**src/rtl/rv_mem_arb_pkg.sv**
```systemverilog
// Shared types and widths for the instruction/data memory arbiter slice.
package rv_mem_pkg;

  localparam int unsigned ADDR_W = 32;
  localparam int unsigned DATA_W = 32;
  localparam int unsigned STRB_W = 4;

  typedef enum logic [1:0] {
    IDLE = 2'd0,
    REQ  = 2'd1,
    RESP = 2'd2
  } state_e;

  typedef enum logic {
    PORT_I = 1'b0,
    PORT_D = 1'b1
  } port_e;

endpackage

```
**src/rtl/rv_mem_arb_if.sv**
```systemverilog
// Fetch, load/store and downstream memory channels of the arbiter.
interface rv_mem_arb_if;
  import rv_mem_pkg::*;

  logic              i_req_valid;
  logic              i_req_ready;
  logic [ADDR_W-1:0] i_req_addr;
  logic              i_resp_valid;
  logic              i_resp_ready;
  logic [DATA_W-1:0] i_resp_rdata;

  logic              d_req_valid;
  logic              d_req_ready;
  logic [ADDR_W-1:0] d_req_addr;
  logic [DATA_W-1:0] d_req_wdata;
  logic [STRB_W-1:0] d_req_wstrb;
  logic              d_resp_valid;
  logic              d_resp_ready;
  logic [DATA_W-1:0] d_resp_rdata;

  logic              m_req_valid;
  logic              m_req_ready;
  logic [ADDR_W-1:0] m_req_addr;
  logic [DATA_W-1:0] m_req_wdata;
  logic [STRB_W-1:0] m_req_wstrb;
  logic              m_resp_valid;
  logic              m_resp_ready;
  logic [DATA_W-1:0] m_resp_rdata;

  // Arbiter view.
  modport slave (
    input  i_req_valid, i_req_addr, i_resp_ready,
    input  d_req_valid, d_req_addr, d_req_wdata, d_req_wstrb, d_resp_ready,
    input  m_req_ready, m_resp_valid, m_resp_rdata,
    output i_req_ready, i_resp_valid, i_resp_rdata,
    output d_req_ready, d_resp_valid, d_resp_rdata,
    output m_req_valid, m_req_addr, m_req_wdata, m_req_wstrb, m_resp_ready
  );

  // Core-plus-memory view.
  modport master (
    output i_req_valid, i_req_addr, i_resp_ready,
    output d_req_valid, d_req_addr, d_req_wdata, d_req_wstrb, d_resp_ready,
    output m_req_ready, m_resp_valid, m_resp_rdata,
    input  i_req_ready, i_resp_valid, i_resp_rdata,
    input  d_req_ready, d_resp_valid, d_resp_rdata,
    input  m_req_valid, m_req_addr, m_req_wdata, m_req_wstrb, m_resp_ready
  );

endinterface

```
**src/rtl/rv_mem_arb_arb2.sv**
```systemverilog
// Two-way grant: fixed D priority with starvation guard, or round-robin.
module rv_arb2
  import rv_mem_pkg::*;
#(
  parameter bit          D_PRIORITY = 1'b1,
  parameter int unsigned STARVE_MAX = 4
) (
  input  logic clk,
  input  logic rst_n,
  input  logic en_i,
  input  logic req_i_i,
  input  logic req_d_i,
  output logic gnt_i_o,
  output logic gnt_d_o
);

  localparam int unsigned CNT_W = (STARVE_MAX < 8) ? 3 : $clog2(STARVE_MAX + 1);
  localparam logic [CNT_W-1:0] CNT_MAX = CNT_W'(STARVE_MAX);

  port_e             rr_last_q, rr_last_d;
  logic [CNT_W-1:0]  starve_cnt_q, starve_cnt_d;
  logic              d_wins;

  always_comb begin
    d_wins       = 1'b0;
    rr_last_d    = rr_last_q;
    starve_cnt_d = starve_cnt_q;

    if (req_d_i && !req_i_i) begin
      d_wins = 1'b1;
    end else if (req_d_i && req_i_i) begin
      if (D_PRIORITY) d_wins = !((STARVE_MAX != 0) && (starve_cnt_q == CNT_MAX));
      else            d_wins = (rr_last_q == PORT_I);
    end

    gnt_d_o = en_i & req_d_i & d_wins;
    gnt_i_o = en_i & req_i_i & ~d_wins;

    // The counter only measures D grants taken while I was left waiting.
    if (gnt_i_o) begin
      rr_last_d    = PORT_I;
      starve_cnt_d = '0;
    end else if (gnt_d_o) begin
      rr_last_d = PORT_D;
      if (!req_i_i)                    starve_cnt_d = '0;
      else if (starve_cnt_q != CNT_MAX) starve_cnt_d = starve_cnt_q + CNT_W'(1);
    end
  end

  always_ff @(posedge clk or negedge rst_n) begin
    if (!rst_n) begin
      rr_last_q    <= PORT_D;
      starve_cnt_q <= '0;
    end else begin
      rr_last_q    <= rr_last_d;
      starve_cnt_q <= starve_cnt_d;
    end
  end

endmodule

```
**src/rtl/rv_mem_arb.sv**
```systemverilog
// Shares one single-ported memory between fetch (I) and load/store (D), one transaction at a time.
module rv_mem_arb
  import rv_mem_pkg::*;
#(
  parameter bit          D_PRIORITY = 1'b1,
  parameter int unsigned STARVE_MAX = 4
) (
  input  logic         clk,
  input  logic         rst_n,
  rv_mem_arb_if.slave  bus
);

  state_e            state_q, state_d;
  port_e             owner_q, owner_d;
  logic [ADDR_W-1:0] addr_q, addr_d;
  logic [DATA_W-1:0] wdata_q, wdata_d;
  logic [STRB_W-1:0] wstrb_q, wstrb_d;
  logic              gnt_i, gnt_d;
  logic              arb_en;

  // Gating with rst_n keeps both readies low while reset is held.
  assign arb_en = (state_q == IDLE) && rst_n;

  rv_arb2 #(
    .D_PRIORITY (D_PRIORITY),
    .STARVE_MAX (STARVE_MAX)
  ) u_arb (
    .clk     (clk),
    .rst_n   (rst_n),
    .en_i    (arb_en),
    .req_i_i (bus.i_req_valid),
    .req_d_i (bus.d_req_valid),
    .gnt_i_o (gnt_i),
    .gnt_d_o (gnt_d)
  );

  always_comb begin
    state_d          = state_q;
    owner_d          = owner_q;
    addr_d           = addr_q;
    wdata_d          = wdata_q;
    wstrb_d          = wstrb_q;
    bus.i_req_ready  = 1'b0;
    bus.d_req_ready  = 1'b0;
    bus.i_resp_valid = 1'b0;
    bus.d_resp_valid = 1'b0;
    bus.i_resp_rdata = '0;
    bus.d_resp_rdata = '0;
    bus.m_req_valid  = 1'b0;
    bus.m_req_addr   = addr_q;
    bus.m_req_wdata  = wdata_q;
    bus.m_req_wstrb  = wstrb_q;
    bus.m_resp_ready = 1'b0;

    unique case (state_q)
      IDLE: begin
        bus.i_req_ready = gnt_i;
        bus.d_req_ready = gnt_d;
        if (gnt_d) begin
          owner_d = PORT_D;
          addr_d  = bus.d_req_addr;
          wdata_d = bus.d_req_wdata;
          wstrb_d = bus.d_req_wstrb;
          state_d = REQ;
        end else if (gnt_i) begin
          owner_d = PORT_I;
          addr_d  = bus.i_req_addr;
          wdata_d = '0;
          wstrb_d = '0;
          state_d = REQ;
        end
      end
      REQ: begin
        bus.m_req_valid = 1'b1;
        if (bus.m_req_ready) state_d = RESP;
      end
      RESP: begin
        if (owner_q == PORT_I) begin
          bus.i_resp_valid = bus.m_resp_valid;
          bus.i_resp_rdata = bus.m_resp_rdata;
          bus.m_resp_ready = bus.i_resp_ready;
        end else begin
          bus.d_resp_valid = bus.m_resp_valid;
          bus.d_resp_rdata = bus.m_resp_rdata;
          bus.m_resp_ready = bus.d_resp_ready;
        end
        if (bus.m_resp_valid && bus.m_resp_ready) state_d = IDLE;
      end
      default: state_d = IDLE;
    endcase
  end

  always_ff @(posedge clk or negedge rst_n) begin
    if (!rst_n) begin
      state_q <= IDLE;
      owner_q <= PORT_I;
      addr_q  <= '0;
      wdata_q <= '0;
      wstrb_q <= '0;
    end else begin
      state_q <= state_d;
      owner_q <= owner_d;
      addr_q  <= addr_d;
      wdata_q <= wdata_d;
      wstrb_q <= wstrb_d;
    end
  end

endmodule

```
**src/flat_wrapper.sv**
```systemverilog
// flat-port wrapper written by rule: the top's interface ports become plain ports
module rv_mem_arb_flat import rv_mem_pkg::*;
#(
  parameter bit          D_PRIORITY = 1'b1,
  parameter int unsigned STARVE_MAX = 4
)
  (clk, rst_n, bus_i_req_valid, bus_i_req_addr, bus_i_resp_ready, bus_d_req_valid, bus_d_req_addr, bus_d_req_wdata, bus_d_req_wstrb, bus_d_resp_ready, bus_m_req_ready, bus_m_resp_valid, bus_m_resp_rdata, bus_i_req_ready, bus_i_resp_valid, bus_i_resp_rdata, bus_d_req_ready, bus_d_resp_valid, bus_d_resp_rdata, bus_m_req_valid, bus_m_req_addr, bus_m_req_wdata, bus_m_req_wstrb, bus_m_resp_ready);
  rv_mem_arb_if bus_i ();
  input  logic clk;
  input  logic rst_n;
  input wire logic [$bits(bus_i.i_req_valid)-1:0] bus_i_req_valid;
  input wire logic [$bits(bus_i.i_req_addr)-1:0] bus_i_req_addr;
  input wire logic [$bits(bus_i.i_resp_ready)-1:0] bus_i_resp_ready;
  input wire logic [$bits(bus_i.d_req_valid)-1:0] bus_d_req_valid;
  input wire logic [$bits(bus_i.d_req_addr)-1:0] bus_d_req_addr;
  input wire logic [$bits(bus_i.d_req_wdata)-1:0] bus_d_req_wdata;
  input wire logic [$bits(bus_i.d_req_wstrb)-1:0] bus_d_req_wstrb;
  input wire logic [$bits(bus_i.d_resp_ready)-1:0] bus_d_resp_ready;
  input wire logic [$bits(bus_i.m_req_ready)-1:0] bus_m_req_ready;
  input wire logic [$bits(bus_i.m_resp_valid)-1:0] bus_m_resp_valid;
  input wire logic [$bits(bus_i.m_resp_rdata)-1:0] bus_m_resp_rdata;
  output wire logic [$bits(bus_i.i_req_ready)-1:0] bus_i_req_ready;
  output wire logic [$bits(bus_i.i_resp_valid)-1:0] bus_i_resp_valid;
  output wire logic [$bits(bus_i.i_resp_rdata)-1:0] bus_i_resp_rdata;
  output wire logic [$bits(bus_i.d_req_ready)-1:0] bus_d_req_ready;
  output wire logic [$bits(bus_i.d_resp_valid)-1:0] bus_d_resp_valid;
  output wire logic [$bits(bus_i.d_resp_rdata)-1:0] bus_d_resp_rdata;
  output wire logic [$bits(bus_i.m_req_valid)-1:0] bus_m_req_valid;
  output wire logic [$bits(bus_i.m_req_addr)-1:0] bus_m_req_addr;
  output wire logic [$bits(bus_i.m_req_wdata)-1:0] bus_m_req_wdata;
  output wire logic [$bits(bus_i.m_req_wstrb)-1:0] bus_m_req_wstrb;
  output wire logic [$bits(bus_i.m_resp_ready)-1:0] bus_m_resp_ready;
  assign bus_i.i_req_valid = bus_i_req_valid;
  assign bus_i.i_req_addr = bus_i_req_addr;
  assign bus_i.i_resp_ready = bus_i_resp_ready;
  assign bus_i.d_req_valid = bus_d_req_valid;
  assign bus_i.d_req_addr = bus_d_req_addr;
  assign bus_i.d_req_wdata = bus_d_req_wdata;
  assign bus_i.d_req_wstrb = bus_d_req_wstrb;
  assign bus_i.d_resp_ready = bus_d_resp_ready;
  assign bus_i.m_req_ready = bus_m_req_ready;
  assign bus_i.m_resp_valid = bus_m_resp_valid;
  assign bus_i.m_resp_rdata = bus_m_resp_rdata;
  assign bus_i_req_ready = bus_i.i_req_ready;
  assign bus_i_resp_valid = bus_i.i_resp_valid;
  assign bus_i_resp_rdata = bus_i.i_resp_rdata;
  assign bus_d_req_ready = bus_i.d_req_ready;
  assign bus_d_resp_valid = bus_i.d_resp_valid;
  assign bus_d_resp_rdata = bus_i.d_resp_rdata;
  assign bus_m_req_valid = bus_i.m_req_valid;
  assign bus_m_req_addr = bus_i.m_req_addr;
  assign bus_m_req_wdata = bus_i.m_req_wdata;
  assign bus_m_req_wstrb = bus_i.m_req_wstrb;
  assign bus_m_resp_ready = bus_i.m_resp_ready;
  rv_mem_arb #(.D_PRIORITY(D_PRIORITY), .STARVE_MAX(STARVE_MAX)) u_core (.clk(clk), .rst_n(rst_n), .bus(bus_i));
endmodule
```
**config.mk**
```make
export PLATFORM = sky130hd
export DESIGN_NAME = rv_mem_arb_flat
export DESIGN_NICKNAME = d
export VERILOG_FILES = /design/src/rtl/rv_mem_arb_pkg.sv /design/src/rtl/rv_mem_arb_if.sv /design/src/rtl/rv_mem_arb_arb2.sv /design/src/rtl/rv_mem_arb.sv /design/src/flat_wrapper.sv
export SDC_FILE = /design/constraint.sdc
export NUM_CORES = 1
export LEC_CHECK = 0
export BUFFER_PORTS_ARGS = -buffer_cell sky130_fd_sc_hd__buf_2
export CAP_MARGIN = 20
export CORE_MARGIN = 10
export CORE_UTILIZATION = 41
export DETAILED_ROUTE_END_ITERATION = 10
export PLACE_DENSITY = 0.82
export SLEW_MARGIN = 20
export SYNTH_ARGS = -nofsm -noshare
export SYNTH_HDL_FRONTEND = slang
export SYNTH_SLANG_ARGS = --single-unit
export TNS_END_PERCENT = 1
```
**constraint.sdc**
```tcl
create_clock -name clk -period 2.2 [get_ports clk]
set_clock_uncertainty 0.1 [all_clocks]
set_input_delay 0.11 -clock clk [delete_from_list [all_inputs] [get_ports clk]]
set_output_delay 0.11 -clock clk [all_outputs]
set_load 0.005 [all_outputs]
```
==> results of run 1 <==
layer usage:
layer	up-vias	global-route usage (%)	share of wire, %
li1	1866	-	-
met4	0	9.037	3.0
met5	-	0	0
met1	1902	24.31	36
met2	220	38.22	50
met3	37	9.531	11
logic make-up (layout without fill, tap and decap cells):
logic type	count (synthesis)	count (layout)	synth area share, %
buffers and inverters	42	353	5.434
adders and majority gates	2	2	0.6708
muxes	1	1	0.2684
DFF	74	74	49.65
AOI/OAI and AO/OA	110	110	25.43
other	0	2	0
and+or+nand+nor	112	112	18.55
sequential cells by signal, summed over array words and instances, names as in the netlist:
name and cells:
u_core.bus.m_req_addr 32, u_core.bus.m_req_wdata 32, u_core.bus.m_req_wstrb 4, u_core.u_arb.starve_cnt_q 3, u_core.state_q 2, u_core.owner_q 1
path summary, 6_finish.rpt:
kind / end / slack [ps] / cells past startpoint / startpoint
max in group asynchronous: u_core.bus.m_req_addr[10] / 950 / 3 / rst_n
min reg2reg: u_core.bus.m_req_wdata[24] / 400 / 1 / u_core.bus.m_req_wdata[24]
max reg2reg: u_core.bus.m_req_wdata[28] / 420 / 6 / u_core.u_arb.starve_cnt_q[0]
min: u_core.bus.m_req_addr[5] / 10 / 3 / bus_i_req_addr[5]
min in group asynchronous: u_core.bus.m_req_wdata[3] / 450 / 3 / rst_n
max: bus_d_req_ready / 120 / 6 / u_core.u_arb.starve_cnt_q[0]
layout by cell type (no fill, tap or decap), types with 2 or more instances in the layout:
cell type	instances
and2_1	66
inv_1	5
o32ai_1	32
clkinv_4	2
dlygate4sd3_1	43
nand2_1	2
a2bb2oi_1	32
diode_2	2
nand2b_1	34
nor2_1	4
buf_4	12
nor3b_1	2
ha_1	2
clkbuf_8	10
a22o_1	37
dfrtp_1	74
buf_2	276
layout make-up:
type                       instances  share of cell area, %
sequential                        74                  31.83
timing repair buffer             332                  33.03
inverter                           6                 0.3871
antenna                            2                0.08602
multi-input combinational        225                  29.01
clock inverter                     4                 0.9032
clock buffer                      11                  2.430
tap                              108                  2.323
critical path: cells and delay by family (launching register included):
| kind | cells | cell delay (ps) |
|---|---|---|
| flip-flops | 1 | 400 |
| adder cells (fa/ha/maj) | 1 | 230 |
| buffers and inverters | 3 | 440 |
| AND/OR/NAND/NOR | 2 | 440 |
through the flow:
step	setup slack [ps]	cell area (um2)
detailed placement	466.0	5189
floorplan	431.6	3730
finish	124.3	5818
global placement	522.5	5189
global route	31.99	5818
CTS	127.0	5813
power by group through the flow:
stage | Sequential (mW) | Clock [mW] | Combinational [mW]
2_1_floorplan | 2.36 | 0 | 1.18
3_3_place_gp | 2.34 | 0 | 2.39
3_5_place_dp | 2.33 | 0 | 2.50
4_1_cts | 2.35 | 1.07 | 2.54
5_1_grt | 2.44 | 1.14 | 2.78
6_report | 2.38 | 1.05 | 2.56
==> metrics.md, run 1 <==
| Metric | Value |
|---|---|
| Yosys warns | `0` |
| Sequential Power Share | `between 30 and 40%` |
| Root Buffer | `clkbuf_8` |
| Slew @ Worst Pin | `around 900 ps` |
| Cell Rows | `34` |
| CTS tree | `built` |
| Slew Limit Headroom | `between 30% and 40%` |
| Initial Util | `between 40% and 50%` |
| Port Buf Inserts | `277` |
| Final min period | `around 2100 ps` |
| Critical path, cell by cell | `inv_1 -> ha_1 -> and3_1 -> and3b_1 -> buf_12 -> buf_2` |
| Asr flop ratio synth | `between 90% and 100%` |
| WL/cell | `~21 um` |
| Core outline area | `a little under 9000 um2` |
| Largest net degree at the start of global routing | `between 70 and 80` |
| Post-synth top cells | `74 x dfrtp_1, 66 x and2_1, 37 x a22o_1` |
| Cells after Synth | `around 340` |
| Post-DRT Antenna Nets | `0` |
| P_leak | `around 3.1 nW` |
| Startpoint Class | `register` |
| Seq/Total Area, Yosys | `about half` |
| Yosys reg bits | `between 70 and 80` |
| Synthesized Nets | `approximately 480` |
| RSZ-0062 raised after global routing | `false` |
| Worst-path fanout max | `40` |
| Final setup viols | `0` |
| Post-synth EDFFs | `0` |
| Yosys top cell by area | `dfrtp_1` |
| Clk pwr share | `17.6%` |
| Switching part of the total power | `between 30% and 40%` |
| Max VDD drop | `roughly 0.00070 V` |
| Die width | `approximately 120 um` |
| Num Clock Sinks | `74` |
| Total power | `between 5 and 6 mW` |
| GPL Wtd Cong | `0.8139` |
| Synth unique cells | `29` |
| Max-capacitance violation count | `0` |
| Max clock buf depth | `2` |
| Post-layout util | `between 60% and 70%` |
| Synth Area per Inst | `~11 um2` |
| Fin crit share | `94.35%` |
| Switch Pwr | `between 2 and 2.5 mW` |
| Required @ worst endpoint | `approximately 2000 ps` |
| Setup Fix Bufs, Post-CTS | `0` |
| Pins Over Slew Limit | `0` |
| CP Capture Type | `primary output` |
| Sum Neg Setup Slack | `0 ps` |
| Post-Route WL | `around 16000 um` |
| Die ar. | `13310 um2` |
| Die height | `approximately 120 um` |
| Post-CTS sizing | `0` |
| CP Data Arrival Time | `between 1500 and 2000 ps` |
| Routed vias/inst | `between 5 and 6` |
| Initial antenna violation count | `2` |
| Gr usage total | `approximately 23%` |
| I/O pins | `278` |
| HP Class | `input port to register` |
| Clock insertion delay at the later pin of the skew report | `340 ps` |
| Clk slew on worst S/H paths | `around 90 ps` |
| Count of final hold-check violations | `0` |
| Most frequent cell after synthesis | `dfrtp_1` |
| Setup CP Type | `register to primary output` |
| TritonCTS Buffers | `9` |
| Area fraction of the dominant cell type after synthesis | `between 40% and 50%` |
| FILL cells | `between 600 and 700` |
| Cell count after placement | `between 700 and 800` |
| Mapped Area | `~3700 um2` |
| Gr ovfl total | `0` |
| Area contributors post-synth | `dfrtp_1 50%, and2_1 11%, a22o_1 8.7%` |
| Hold Buf Count CTS | `between 40 and 50` |
| DRC viols | `0` |
| Vias | `around 4000` |
| Status | `finished, final reports clean` |
| Initial DRT Pass Iterations | `4` |
| Area growth syn-to-layout | `55.99%` |
| Main flop type after synthesis | `dfrtp_1` |
| Fin nets | `between 700 and 800` |
| Sequential cell area | `approximately 1900 um2` |
| Maximum clock rate | `~480 MHz` |
| Cell Pwr Density | `~1000 nW/um2` |
| H-tree Lvls | `3` |
| First-pass GRT wire length | `~24000 um` |
| Fin Hold WS | `10.48 ps` |
| HPWL after DPL | `between 10000 and 15000 um` |
| DRT iter0 DRCs | `around 210` |
| Area occupied by multi-input gates | `roughly 1700 um2` |
| Ratio of cells with drive above 1 in the final layout | `46.93%` |
| Max stage delay on crit path | `roughly 400 ps` |
| Vias in the first global route | `approximately 4400` |
| Finished Layout Cells | `762` |
| Slowest CP cell | `dfrtp_1` |
| Logic pwr share | `between 40% and 50%` |
| Pint | `3.874 mW` |
No activity file was read; power rests on OpenSTA's default activity.
==> inputs of run 2 (changes only) <==
- BUFFER_PORTS_ARGS: -buffer_cell sky130_fd_sc_hd__buf_2 -> -buffer_cell sky130_fd_sc_hd__clkbuf_2
==> metrics.md, run 2 (synthesized netlist as in run 1, its figures left out) <==
| Metric | Value |
|---|---|
| Core outline area | `between 8000 and 9000 um2` |
| Worst hold stages | `3` |
| FILL cells | `675` |
| Gr ovfl total | `0` |
| First-pass GRT wire length | `23420 um` |
| Root Buffer | `clkbuf_8` |
| Largest net degree at the start of global routing | `75` |
| Required @ worst endpoint | `a little under 2000 ps` |
| Maximum clock rate | `between 400 and 500 MHz` |
| R2r endpoint | `u_core.bus.m_req_wdata[27]` |
| CTS tree | `built` |
| TritonCTS Buffers | `9` |
| Most frequent cells in the layout | `276 x clkbuf_2, 74 x dfrtp_1, 66 x and2_1` |
| Clk slew on worst S/H paths | `90 ps` |
| DRT iter0 DRCs | `272` |
| Max VDD drop | `around 0.00067 V` |
| Post-Route WL | `15500 um` |
| Count of final hold-check violations | `0` |
| Status | `finished, final reports clean` |
| H-tree Lvls | `3` |
| Post-Layout Inst Area | `5953 um2` |
| Crit Reg-Reg Startpoint | `u_core.u_arb.starve_cnt_q[0]` |
| Num Clock Sinks | `74` |
| Max-capacitance violation count | `0` |
| Finished Layout Cells | `770` |
| Port Buf Inserts | `between 200 and 300` |
| Gr usage total | `21.99%` |
| CP Data Arrival Time | `1840 ps` |
| Cell Rows | `34` |
| Slew @ Worst Pin | `between 900 and 1000 ps` |
| CP Capture Type | `primary output` |
| Initial Util | `42.36%` |
| Bufs and invs on worst path | `3` |
| Cell family with most CP delay | `buffers and inverters` |
| Cell count after placement | `between 700 and 800` |
| WL/cell | `between 20 and 25 um` |
| Vias | `roughly 4100` |
| Slowest CP cell | `dfrtp_1` |
| Final setup viols | `0` |
| Setup Fix Bufs, Post-CTS | `0` |
| Vias in the first global route | `about 4400` |
| Ratio of cells with drive above 1 in the final layout | `46.67%` |
| Hold Path End | `u_core.bus.m_req_addr[20]` |
| Post-DRT Antenna Nets | `0` |
| Die width | `around 120 um` |
| Area growth syn-to-layout | `59.61%` |
| Reg-to-reg slack, setup | `roughly 470 ps` |
| Fin crit share | `92.96%` |
| Setup CP Type | `register to primary output` |
| Cell Pwr Density | `1041 nW/um2` |
| Fin nets | `797` |
| Pins Over Slew Limit | `0` |
| Initial DRT Pass Iterations | `4` |
| Slew Limit Headroom | `between 30% and 40%` |
| RSZ-0062 raised after global routing | `false` |
| P_leak | `3.138 nW` |
| Die height | `about 120 um` |
| HP Class | `input port to register` |
| R2r worst-path depth | `6` |
| Placed cell area | `~5200 um2` |
| Worst-path fanout max | `40` |
| Post-layout util | `67.60%` |
| Commonest non-fill, non-tap cell in the layout | `clkbuf_2` |
| GPL Wtd Cong | `0.8353` |
| Critical path, cell by cell | `inv_1 -> ha_1 -> and3_1 -> and3b_1 -> buf_12 -> clkbuf_2` |
| Max clock buf depth | `2` |
| Routed vias/inst | `5.313` |
| Hold path startpoint | `bus_i_req_addr[20]` |
| Die ar. | `13310 um2` |
| Sum Neg Setup Slack | `0 ps` |
| Max stage delay on crit path | `around 390 ps` |
| Clock insertion delay at the later pin of the skew report | `around 340 ps` |
| Final min period | `approximately 2000 ps` |
| Initial antenna violation count | `1` |
| I/O pins | `around 280` |
| HPWL after DPL | `11050 um` |
| DRC viols | `0` |
| Startpoint Class | `register` |
==> run 2: changes by cell type in the layout (fill, tap and decap cells not counted), moves of 2 or more <==
cell and change:
clkbuf_2 +276, buf_2 -276, dlygate4sd3_1 +7, buf_4 -2
==> run 2: final cells by class <==
cell class / instances / area (um2) / area share (%)
inverter: 6 / 22.52 / 0.3783
clock buffer: 11 / 151.4 / 2.543
antenna: 2 / 5.005 / 0.08407
multi-input combinational: 225 / 1694 / 28.46
timing repair buffer: 339 / 2008 / 33.73
tap: 108 / 135.1 / 2.270
sequential: 74 / 1852 / 31.11
clock inverter: 5 / 85.08 / 1.429
==> run 2: worst max-delay path by stage <==
| stage | slack (ps) | depth (start not counted) | from | endpoint |
|---|---|---|---|---|
| floorplan | 430 | 8 | u_core.u_arb.starve_cnt_q[0] | u_core.u_arb.starve_cnt_q[1] |
| global placement | 530 | 6 | u_core.u_arb.starve_cnt_q[0] | u_core.u_arb.starve_cnt_q[1] |
| detailed placement | 460 | 4 | u_core.state_q[1] | u_core.bus.m_req_addr[19] |
| CTS | 110 | 6 | rst_n | bus_i_req_ready |
| global route | 50 | 6 | u_core.u_arb.starve_cnt_q[0] | bus_d_req_ready |
| finish | 150 | 6 | u_core.u_arb.starve_cnt_q[0] | bus_d_req_ready |
==> run 2: timing repair <==
item,CTS,global route
hold endpoints to repair,123,1
gates resized for setup,0,2
hold buffers,49,1
endpoints found under the setup margin,0,1
==> run 2: report_power, final <==
group          switching [mW]  total (mW)  internal [mW]
registers               0.429        2.40           1.97
clock network           0.512        1.22          0.707
logic                    1.21        2.57           1.37
total                    2.15        6.19           4.05
==> run 2: stage by stage <==
step	setup WS (ps)	hold WS [ps]	power (mW)
CTS	111.3	0.5374	6.155
global placement	531.3	228.4	4.759
floorplan	431.6	-285.6	3.543
finish	155.0	18.33	6.195
global route	49.58	3.402	6.575
detailed placement	462.3	226.4	4.844
==> run 2: worst min-delay path, cell delays in order <==
cell and delay [ps]:
clkbuf_2 80, o32ai_1 80, a2bb2oi_1 150
==> run 2: per-layer routing <==
layer | wire [um] | track usage, %
met1 | 5458 | 23.47
met2 | 7863 | 37.53
met3 | 1739 | 10.16
met4 | 435 | 7.855
met5 | 0 | 0
